## config.mk

```make
export PLATFORM = sky130hd
export DESIGN_NAME = fifo_uart_drain
export DESIGN_NICKNAME = d
export VERILOG_FILES = /design/src/rtl/fifo_drain_pkg.sv /design/src/rtl/uart_bit_timer.sv /design/src/rtl/fifo_uart_drain.sv
export SDC_FILE = /design/constraint.sdc
export NUM_CORES = 1
export LEC_CHECK = 0
export CORE_ASPECT_RATIO = 1.4
export CORE_UTILIZATION = 59
export DETAILED_ROUTE_END_ITERATION = 16
export GPL_TIMING_DRIVEN = 1
export PLACE_DENSITY_LB_ADDON = 0.25
export SLEW_MARGIN = 20
export SYNTH_ARGS = -nofsm -noshare
export SYNTH_HDL_FRONTEND = slang
export SYNTH_SLANG_ARGS = --single-unit
```

## constraint.sdc

```tcl
create_clock -name clk -period 5.1 [get_ports clk]
set_input_delay 1.02 -clock clk [delete_from_list [all_inputs] [get_ports clk]]
set_output_delay 1.02 -clock clk [all_outputs]
set_load 0.005 [all_outputs]
```

## src/rtl/fifo_drain_pkg.sv

```systemverilog
// rtl/fifo_drain_pkg.sv - shared types and constants for the FIFO-to-UART drain
package fifo_drain_pkg;

    typedef enum logic [2:0] {
        FETCH_LO = 3'd0,
        FETCH_HI = 3'd1,
        START    = 3'd2,
        DATA     = 3'd3,
        STOP     = 3'd4
    } drain_state_e;

    localparam int UART_DATA_BITS  = 8;
    localparam int UART_FRAME_BITS = 10;

endpackage

```

## src/rtl/uart_bit_timer.sv

```systemverilog
// rtl/uart_bit_timer.sv - baud counter that ticks on the last cycle of each bit period
module uart_bit_timer #(
    parameter int CLKS_PER_BIT = 16
) (
    input  logic clk,
    input  logic rst_n,
    input  logic clear_i,
    output logic tick_o
);

    localparam int CNT_W = (CLKS_PER_BIT > 1) ? $clog2(CLKS_PER_BIT) : 1;
    localparam logic [CNT_W-1:0] LAST_CNT = CNT_W'(CLKS_PER_BIT - 1);

    logic [CNT_W-1:0] cnt_q;
    logic [CNT_W-1:0] cnt_d;

    // Tick marks the final cycle of the current bit period.
    always_comb begin
        tick_o = (cnt_q == LAST_CNT);
        if (clear_i || tick_o) begin
            cnt_d = '0;
        end else begin
            cnt_d = cnt_q + 1'b1;
        end
    end

    // Counter register; clear holds it at zero so the first bit period is full length.
    always_ff @(posedge clk or negedge rst_n) begin
        if (!rst_n) begin
            cnt_q <= '0;
        end else begin
            cnt_q <= cnt_d;
        end
    end

endmodule

```

## src/rtl/fifo_uart_drain.sv

```systemverilog
// rtl/fifo_uart_drain.sv - pops nibble pairs from a FWFT FIFO and sends them as UART 8N1 bytes
module fifo_uart_drain
    import fifo_drain_pkg::*;
#(
    parameter int CLKS_PER_BIT = 16,
    parameter int DATA_WIDTH   = 4
) (
    input  logic                  clk,
    input  logic                  rst_n,
    input  logic                  enable,
    input  logic                  empty,
    input  logic [DATA_WIDTH-1:0] read_data,
    output logic                  read_increment,
    output logic                  tx,
    output logic                  busy,
    output logic [7:0]            frames_sent
);

    localparam int BYTE_W = 2 * DATA_WIDTH;
    localparam logic [2:0] LAST_BIT = 3'(UART_DATA_BITS - 1);

    drain_state_e      state_q;
    drain_state_e      state_d;
    logic [BYTE_W-1:0] shift_q;
    logic [BYTE_W-1:0] shift_d;
    logic [2:0]        bit_idx_q;
    logic [2:0]        bit_idx_d;
    logic              tx_q;
    logic              tx_d;
    logic              busy_q;
    logic              busy_d;
    logic [7:0]        frames_q;
    logic [7:0]        frames_d;

    logic lo_go;
    logic hi_go;
    logic timer_clear;
    logic bit_tick;

    assign lo_go = (state_q == FETCH_LO) && enable && !empty;
    assign hi_go = (state_q == FETCH_HI) && !empty;

    uart_bit_timer #(
        .CLKS_PER_BIT(CLKS_PER_BIT)
    ) u_bit_timer (
        .clk    (clk),
        .rst_n  (rst_n),
        .clear_i(timer_clear),
        .tick_o (bit_tick)
    );

    // State register.
    always_ff @(posedge clk or negedge rst_n) begin
        if (!rst_n) begin
            state_q <= FETCH_LO;
        end else begin
            state_q <= state_d;
        end
    end

    // Next-state: fetch two nibbles, then walk start, eight data bits and stop.
    always_comb begin
        state_d = state_q;
        case (state_q)
            FETCH_LO: if (lo_go) state_d = FETCH_HI;
            FETCH_HI: if (hi_go) state_d = START;
            START:    if (bit_tick) state_d = DATA;
            DATA:     if (bit_tick && (bit_idx_q == LAST_BIT)) state_d = STOP;
            STOP:     if (bit_tick) state_d = FETCH_LO;
            default:  state_d = FETCH_LO;
        endcase
    end

    // Outputs and datapath next values; tx_d is the level for the coming cycle.
    always_comb begin
        read_increment = lo_go || hi_go;
        timer_clear    = (state_q == FETCH_LO) || (state_q == FETCH_HI);
        shift_d        = shift_q;
        bit_idx_d      = bit_idx_q;
        tx_d           = tx_q;
        busy_d         = busy_q;
        frames_d       = frames_q;
        case (state_q)
            FETCH_LO: begin
                tx_d = 1'b1;
                if (lo_go) begin
                    shift_d = {shift_q[BYTE_W-1:DATA_WIDTH], read_data};
                    busy_d  = 1'b1;
                end
            end
            FETCH_HI: begin
                tx_d = 1'b1;
                if (hi_go) begin
                    shift_d   = {read_data, shift_q[DATA_WIDTH-1:0]};
                    bit_idx_d = '0;
                    tx_d      = 1'b0;
                end
            end
            START: begin
                if (bit_tick) begin
                    tx_d = shift_q[0];
                end
            end
            DATA: begin
                if (bit_tick) begin
                    if (bit_idx_q == LAST_BIT) begin
                        tx_d = 1'b1;
                    end else begin
                        shift_d   = shift_q >> 1;
                        tx_d      = shift_q[1];
                        bit_idx_d = bit_idx_q + 1'b1;
                    end
                end
            end
            STOP: begin
                tx_d = 1'b1;
                if (bit_tick) begin
                    frames_d = frames_q + 1'b1;
                    busy_d   = 1'b0;
                end
            end
            default: begin
                tx_d = 1'b1;
            end
        endcase
    end

    // Datapath registers; tx comes straight from a flop so the line never glitches.
    always_ff @(posedge clk or negedge rst_n) begin
        if (!rst_n) begin
            shift_q   <= '0;
            bit_idx_q <= '0;
            tx_q      <= 1'b1;
            busy_q    <= 1'b0;
            frames_q  <= '0;
        end else begin
            shift_q   <= shift_d;
            bit_idx_q <= bit_idx_d;
            tx_q      <= tx_d;
            busy_q    <= busy_d;
            frames_q  <= frames_d;
        end
    end

    assign tx          = tx_q;
    assign busy        = busy_q;
    assign frames_sent = frames_q;

endmodule
```

; Word level (Yosys, flattened, before mapping)
; Index checks and enable logic that the tools add are counted.
[classes]
reduce_logical = 19
n_mux = 24
n_eq_ne = 13
n_bitwise = 2
add_sub_neg = 3
[op_table]
columns = cell, count
row1 = 2-to-1 mux 3 bit, 8
row2 = 2-to-1 mux 8 bit, 3
row3 = case mux 8 bit (3 select lines), 1
row4 = case mux 3 bit (5 select lines), 1
row5 = AND reduction 5 bit, 3
row6 = != test 2 bit (second input constant), 7
row7 = adder 8 x 1 -> 8 bit (second input constant), 1
row8 = 2-to-1 mux 4 bit, 2
row9 = equality test 3 x 2 -> 1 bit (second input constant), 2
row10 = equality test 3 bit (second input constant), 2
row11 = 2-to-1 mux 1 bit, 6
row12 = case mux 3 bit (2 select lines), 1
row13 = nonzero test 2 bit, 3
row14 = adder 4 x 1 -> 4 bit (second input constant), 1
row15 = equality test 4 bit (second input constant), 1
row16 = logical AND 1 bit, 4
row17 = AND reduction 2 bit, 2
row18 = AND reduction 4 bit, 1
row19 = adder 3 x 1 -> 3 bit (second input constant), 1
row20 = equality test 3 x 1 -> 1 bit (second input constant), 1
row21 = zero test 3 bit, 1
row22 = logical OR 1 bit, 3
row23 = case mux 1 bit (3 select lines), 1
row24 = AND reduction 3 bit, 1
row25 = other kinds (3), 4
[word_totals]
reg_bits = 28
word_cells = 69
in_bits = 8

; Longest topological paths before layout
; Gate-level depths: netlist of run 1.
[depth]
ltp_word = 5
mapped_depth = 7
mapped_depth_nobuf = 5

; Cells and area by module
; Synthesis of run 1 repeated with hierarchy kept, for this count alone.
[unflattened]
cells_unflattened = 140
area_unflattened_um2 = 1497.7
[modules_own_cells]
columns = module, area_per_inst_um2, instances, cells_each
row1 = fifo_uart_drain, 1326.3, 1, 127
row2 = uart_bit_timer, 171.4, 1, 13

; Worst setup path after synthesis of run 1
; Ideal clock, no wire load.
[synth_timing]
path_type = input port to output port
startpoint = input port enable
endpoint = output port read_increment
n_path_buf = 0
required_ns = 4.080
setup_slack_ns = 2.875
stages = 2
arrival_ns = 1.205
cell_sequence = o21ai_0 -> nor2_1
[synth_via]
elab_chain_len = 3
[synth_rtl]
columns = element, line_no
row1 = from (decl), fifo_uart_drain.sv:10  ; input logic enable,
row2 = logical AND 1 bit (2 in series), fifo_uart_drain.sv:40  ; assign lo_go = (state_q == FETCH_LO) && enable && !empty;
row3 = logical OR 1 bit, fifo_uart_drain.sv:76  ; read_increment = lo_go || hi_go;
row4 = to (decl), fifo_uart_drain.sv:13  ; output logic read_increment,
; No other way between the ends.

; Worst setup path in the final report of run 1
[layout_timing]
startpoint = register state_q[1]
endpoint = output port read_increment
[layout_via]
elab_chain_len = 4
word_cells_on_any_way = 6
cone_classes = eq/ne (1) / reduce/logical (5)
[layout_rtl]
columns = element, line_no
row1 = from (decl), fifo_uart_drain.sv:22  ; drain_state_e state_q;
row2 = from (signal assigned), fifo_uart_drain.sv:57  ; state_q <= state_d;
row3 = zero test 3 bit, fifo_uart_drain.sv:40
row4 = logical AND 1 bit (2 in series), fifo_uart_drain.sv:40
row5 = logical OR 1 bit *, fifo_uart_drain.sv:76
; Mark *: on every way between the ends. The rest lies on a longest branch, timed or not.

==> results of run 1 <==
[logic make-up after synthesis]
group	Yosys count
AND/OR/NAND/NOR	53
adder cells (fa/ha/maj)	4
flip-flops	28
AO/OA/AOI/OAI	27
buffers and inverters	21
multiplexers	10
XOR/XNOR	8
[registers in the layout, summed over array words and instances, names as in the netlist]
signal / cells
u_bit_timer.cnt_q: 4
shift_q: 8
bit_idx_q: 3
tx: 1
busy: 1
frames_sent: 8
state_q: 3
[layer usage]
metal	share of wire (%)	up-vias	track usage, %
met1	43	614	30.0
li1	-	575	-
met5	0	-	0
met4	2.0	0	9.09
met3	3.0	7	2.58
met2	52	36	39.6
[report_power, final]
part / internal [mW] / leakage, nW / switching [mW]
sequential: 0.275 / 0.331 / 0.0782
combinational: 0.137 / 0.416 / 0.125
clock: 0.0438 / 0.0210 / 0.0683
[metrics by stage]
stage / std cells / hold slack, ns / instance area (um2)
floorplan: 151 / 0.466 / 1570
global placement: 193 / 0.465 / 1730
detailed placement: 193 / 0.466 / 1730
CTS: 197 / 0.486 / 1770
global route: 197 / 0.514 / 1770
finish: 197 / 0.479 / 1770
[final cells by class]
type                    instances  area, um2  share of cell area (%)
inverters                      10       37.5                    2.12
clock buffers                   4       36.3                    2.05
multi-input cells             102        764                    43.2
well taps                      34       42.5                    2.40
flip-flops and latches         28        702                    39.6
repair buffers                 19        188                    10.6
[final timing paths]
| path | slack, ns | startpoint | to |
|---|---|---|---|
| max | 1.80 | state_q[1]$_DFFE_PN0P_ | read_increment |
| min | 0.48 | frames_sent[7]$_DFFE_PN0P_ | frames_sent[7]$_DFFE_PN0P_ |
| max reg2reg | 2.96 | state_q[1]$_DFFE_PN0P_ | shift_q[5]$_DFFE_PN0P_ |
| min reg2reg | 0.48 | frames_sent[7]$_DFFE_PN0P_ | frames_sent[7]$_DFFE_PN0P_ |
| max in group asynchronous | 3.77 | rst_n | tx$_DFFE_PN1P_ |
| min in group asynchronous | 1.03 | rst_n | shift_q[7]$_DFFE_PN0P_ |
[synth_stat cells (all sizes together), types with 2 or more instances]
| master | number | area share [%] |
|---|---|---|
| buf | 10 | 4.1 |
| ha | 4 | 3.2 |
| and4 | 2 | 1.1 |
| o32ai | 3 | 1.7 |
| o21ai | 6 | 1.9 |
| inv | 10 | 2.4 |
| nand4 | 7 | 2.8 |
| xnor2 | 8 | 4.5 |
| and3 | 5 | 2.3 |
| mux2 | 6 | 5.3 |
| nand2 | 8 | 1.9 |
| nor2 | 8 | 1.9 |
| nand3 | 10 | 3.2 |
| a21o | 2 | 0.96 |
| a32o | 2 | 1.4 |
| nor3b | 3 | 1.8 |
| a221o | 3 | 1.9 |
| nand2b | 2 | 0.96 |
| dfrtp | 27 | 43 |
| o211ai | 3 | 1.4 |
| o2bb2ai | 2 | 1.1 |
| mux2i | 4 | 2.5 |
| nor3 | 2 | 0.64 |
| a31oi | 2 | 0.80 |
[worst max-delay path, stage by stage, from the launching register on]
cell and delay (ns):
dfrtp_1 0.72, nor2_1 0.45, o21ai_0 0.14, nor2_1 0.12, clkdlybuf4s50_1 0.51
==> impl_metrics.tcl, run 1 <==
set metrics [dict create \
    core_um2 2470 \
    powerDensity_nw_per_um2 411 \
    maxSlewHeadroom_pct 45.3 \
    irDropWorstVdd_mv 0.272 \
    fin_nets 176 \
    fin_ws_ns 1.80 \
    end_kind "primary output" \
    cts_sinks 28 \
    root_buffer "clkbuf_4" \
    cts_setup_buffers 0 \
    dieArea_um2 2880 \
    die_h_um 63.1 \
    syn_area_um2 1570 \
    crit_type "reg -> out" \
    antenna_found_initial 0 \
    firstDrtPassIters 4 \
    max_cap_violations 0 \
    pre_cts_ws_ns 1.81 \
    drive_gt1_share_pct 11.0 \
    cts_resized 0 \
    portBuffers 18 \
    grt_pass1_vias 1140 \
    cts_tree "yes" \
    ys_seq_elements 28 \
    status "finished clean" \
    synth_top_family_by_area "simple AND/OR/NAND/NOR gates" \
    setup_viol 0 \
    viasPerCell 6.25 \
    async_flop_share_pct 100 \
    antennaDiodeCount 0 \
    track_usage_pct 23.7 \
    fin_crit_ns 3.30 \
    synthMuxAreaShare_pct 7.80 \
    worstRegToRegCells 3 \
    rsz0062_at_grt "no" \
    synth_compound_area_share_pct 13.4 \
    p_leak_nw 0.768 \
    drtAntennaViolNets 0 \
    synth_xor_area_share_pct 4.46 \
    whs_path_depth 1 \
    via_count 1232 \
    dr.first_iter.drc_count 47 \
    cts_buffer_depth 2 \
    layout_common_cells "dfrtp_1, clkdlybuf4s50_1, inv_1, nand3_1" \
    ys_warn_count 0 \
    fill_cells 197 \
    synth_simple_gate_area_share_pct 19.8 \
    area_growth_pct 12.7 \
    grt_pass1_wl_um 5130 \
    yosysUniqueCellTypes 44 \
    hold_viol 0 \
    yosys.area_share.adder_pct 3.18 \
    grt_max_degree 30 \
    worstSetupStartpointType "register" \
    min_path_type "reg -> reg" \
    syn_avg_cell_area_um2 10.4 \
    clock_latency_ns 0.34 \
    synthCells 151 \
    crit_fanout 29 \
    worstPathArrival_ns 2.28 \
    wl_um 3060 \
    post-route-util_pct 71.7 \
    seq_area_frac_synth_pct 44.7 \
    power.total_mw 0.728 \
    gr-total-overflow 0 \
    worst_pin_slew_ns 0.820 \
    syn-num-nets 163 \
    synth_edf_count 0 \
    num_rows 21 \
    routedWlPerCell_um 15.5 \
    finalWeightedCongestion 0.803 \
    ios 19 \
    drc 0 \
    cts_htree_levels 1 \
    yosys_most_used_dff "dfrtp_1" \
    clock_skew_ns 0.0197 \
    hpwlAfterDp_um 2130 \
    holdBufCountCts 0 \
    fp.dieW_um 45.6 \
    start_util_pct 63.6 \
    timing.final.crit_share_pct 64.8 \
    path_clk_slew_ns 0.16 \
    crit_required_ns 4.08 \
    final_common_cell "dfrtp_1" \
    finalMaxSlewViolations 0 \
    clock.fmax_mhz 303 \
    cts_made_buffers 3 \
    finalSetupTns_ns 0 \
]
(Power assumes the default switching activity.)
==> run 2, diff against run 1 <==
Settings changed: CORE_UTILIZATION 59 to 55.
Clock period 5.1 ns to 3.4 ns, I/O delays scaled along.
==> impl_metrics.tcl, run 2 (synthesis gave the netlist of run 1 again) <==
set metrics [dict create \
    end_kind "primary output" \
    fin_crit_ns 2.65 \
    finalMaxSlewViolations 0 \
    crit_type "reg -> out" \
    num_rows 22 \
    cts_sinks 28 \
    track_usage_pct 25.9 \
    min_path_type "reg -> reg" \
    post-route-util_pct 66.7 \
    crit_slowest_cell "dfrtp_1" \
    setup_viol 0 \
    crit_required_ns 2.72 \
    timing.final.crit_share_pct 77.8 \
    maxSlewHeadroom_pct 56.5 \
    cts_buffer_depth 2 \
    viasPerCell 6.14 \
    p_switching_mw 0.422 \
    worst_pin_slew_ns 0.652 \
    gr-total-overflow 0 \
    crit_fanout 11 \
    via_count 1227 \
    root_buffer "clkbuf_4" \
    irDropWorstVdd_mv 0.427 \
    drive_gt1_share_pct 11.6 \
    path_clk_slew_ns 0.15 \
    p_int_mw 0.692 \
    hold_viol 0 \
    finalWeightedCongestion 0.791 \
    hpwlAfterDp_um 2440 \
    rsz0062_at_grt "no" \
    holdBufCountCts 0 \
    cts_tree "yes" \
    grt_pass1_wl_um 5690 \
    p_clk_share_pct 14.8 \
    final_common_cell "dfrtp_1" \
    die_h_um 65.2 \
    firstDrtPassIters 6 \
    grt_pass1_vias 1246 \
    dp.cells 196 \
    clock_latency_ns 0.34 \
    cts_resized 0 \
    fp.dieW_um 47.2 \
    dr.first_iter.drc_count 48 \
    cp_cell_sequence "nor2_1 -> o21ai_0 -> nor2_1 -> clkdlybuf4s50_1" \
    fill_cells 223 \
    core_um2 2670 \
    antennaDiodeCount 0 \
    sequentialPowerShare_pct 44.7 \
    cts_made_buffers 3 \
    portBuffers 18 \
    cp_common_cell "nor2_1" \
    max_stage_delay_ns 0.52 \
    clock_skew_ns 0.0109 \
    fin_nets 177 \
    cts_htree_levels 1 \
    grt_max_degree 29 \
    wl_um 3300 \
    powerDensity_nw_per_um2 626 \
    finalSetupTns_ns 0 \
    drtAntennaViolNets 0 \
    area_growth_pct 13.3 \
    comb_power_share_pct 40.6 \
    clock.fmax_mhz 378 \
    stdcell_count 200 \
    p_leak_nw 0.773 \
    cp_top_family "flip-flops" \
    status "finished clean" \
    cts_setup_buffers 0 \
    worst-path-buf-inv 1 \
    routedWlPerCell_um 16.5 \
    worstSetupStartpointType "register" \
    ios 19 \
    antenna_found_initial 0 \
    drc 0 \
    max_cap_violations 0 \
    layout_common_cells "dfrtp_1, clkdlybuf4s50_1, inv_1, nand3_1" \
    swShare_pct 37.9 \
    start_util_pct 58.9 \
    worstPathArrival_ns 1.97 \
    dieArea_um2 3080 \
]
## run 2: area by class of cell
| type | instances | area (um2) | share of cell area (%) |
|---|---|---|---|
| Clock buffer | 4 | 36.3 | 2.04 |
| Inverter | 10 | 37.5 | 2.11 |
| Timing Repair Buffer | 20 | 195 | 11.0 |
| Tap cell | 36 | 45.0 | 2.53 |
| Multi-Input combinational cell | 102 | 764 | 42.9 |
| Sequential cell | 28 | 702 | 39.4 |
## run 2: layer usage
layer  wire, um  track usage, %  vias up
met2       1780            44.3       35
met4         67            12.5        0
met5          0               0        -
met1       1320            30.0      607
met3        124            3.85        7
li1           -               -      578
## run 2: worst paths after layout
check                                            from                         end  slack (ns)  depth (start not counted)
max in group asynchronous                       rst_n              tx$_DFFE_PN1P_        2.40                          2
max                            state_q[2]$_DFFE_PN0P_              read_increment        0.75                          4
max reg2reg                  bit_idx_q[0]$_DFFE_PN0P_      shift_q[6]$_DFFE_PN0P_        1.39                          5
min                        frames_sent[7]$_DFFE_PN0P_  frames_sent[7]$_DFFE_PN0P_        0.48                          1
min reg2reg                frames_sent[7]$_DFFE_PN0P_  frames_sent[7]$_DFFE_PN0P_        0.48                          1
min in group asynchronous                       rst_n    bit_idx_q[1]$_DFFE_PN0P_        0.68                          2
## run 2: worst reg2reg max path, stage by stage (launching register included)
cell and delay, ns:
dfrtp_1 0.44, ha_1 0.22, ha_1 0.26, mux2_2 0.36, nand2b_2 0.26, a221o_1 0.39
## run 2: power by group through the flow
stage	sequential [mW]	clock, mW	combinational [mW]
global route	0.509	0.182	0.506
floorplan	0.460	0	0.391
CTS	0.495	0.164	0.454
finish	0.498	0.165	0.452
detailed placement	0.502	0	0.447
global placement	0.496	0	0.427
## run 2: stage by stage
step / power (mW) / cell area (um2) / worst slack, ns / hold slack, ns
final: 1.11 / 1780 / 0.754 / 0.478
after global routing: 1.20 / 1780 / 0.627 / 0.492
after CTS: 1.11 / 1780 / 0.759 / 0.486
after detailed placement: 0.950 / 1740 / 0.811 / 0.466
after global placement: 0.923 / 1740 / 0.835 / 0.465
after floorplan: 0.850 / 1570 / 1.60 / 0.384
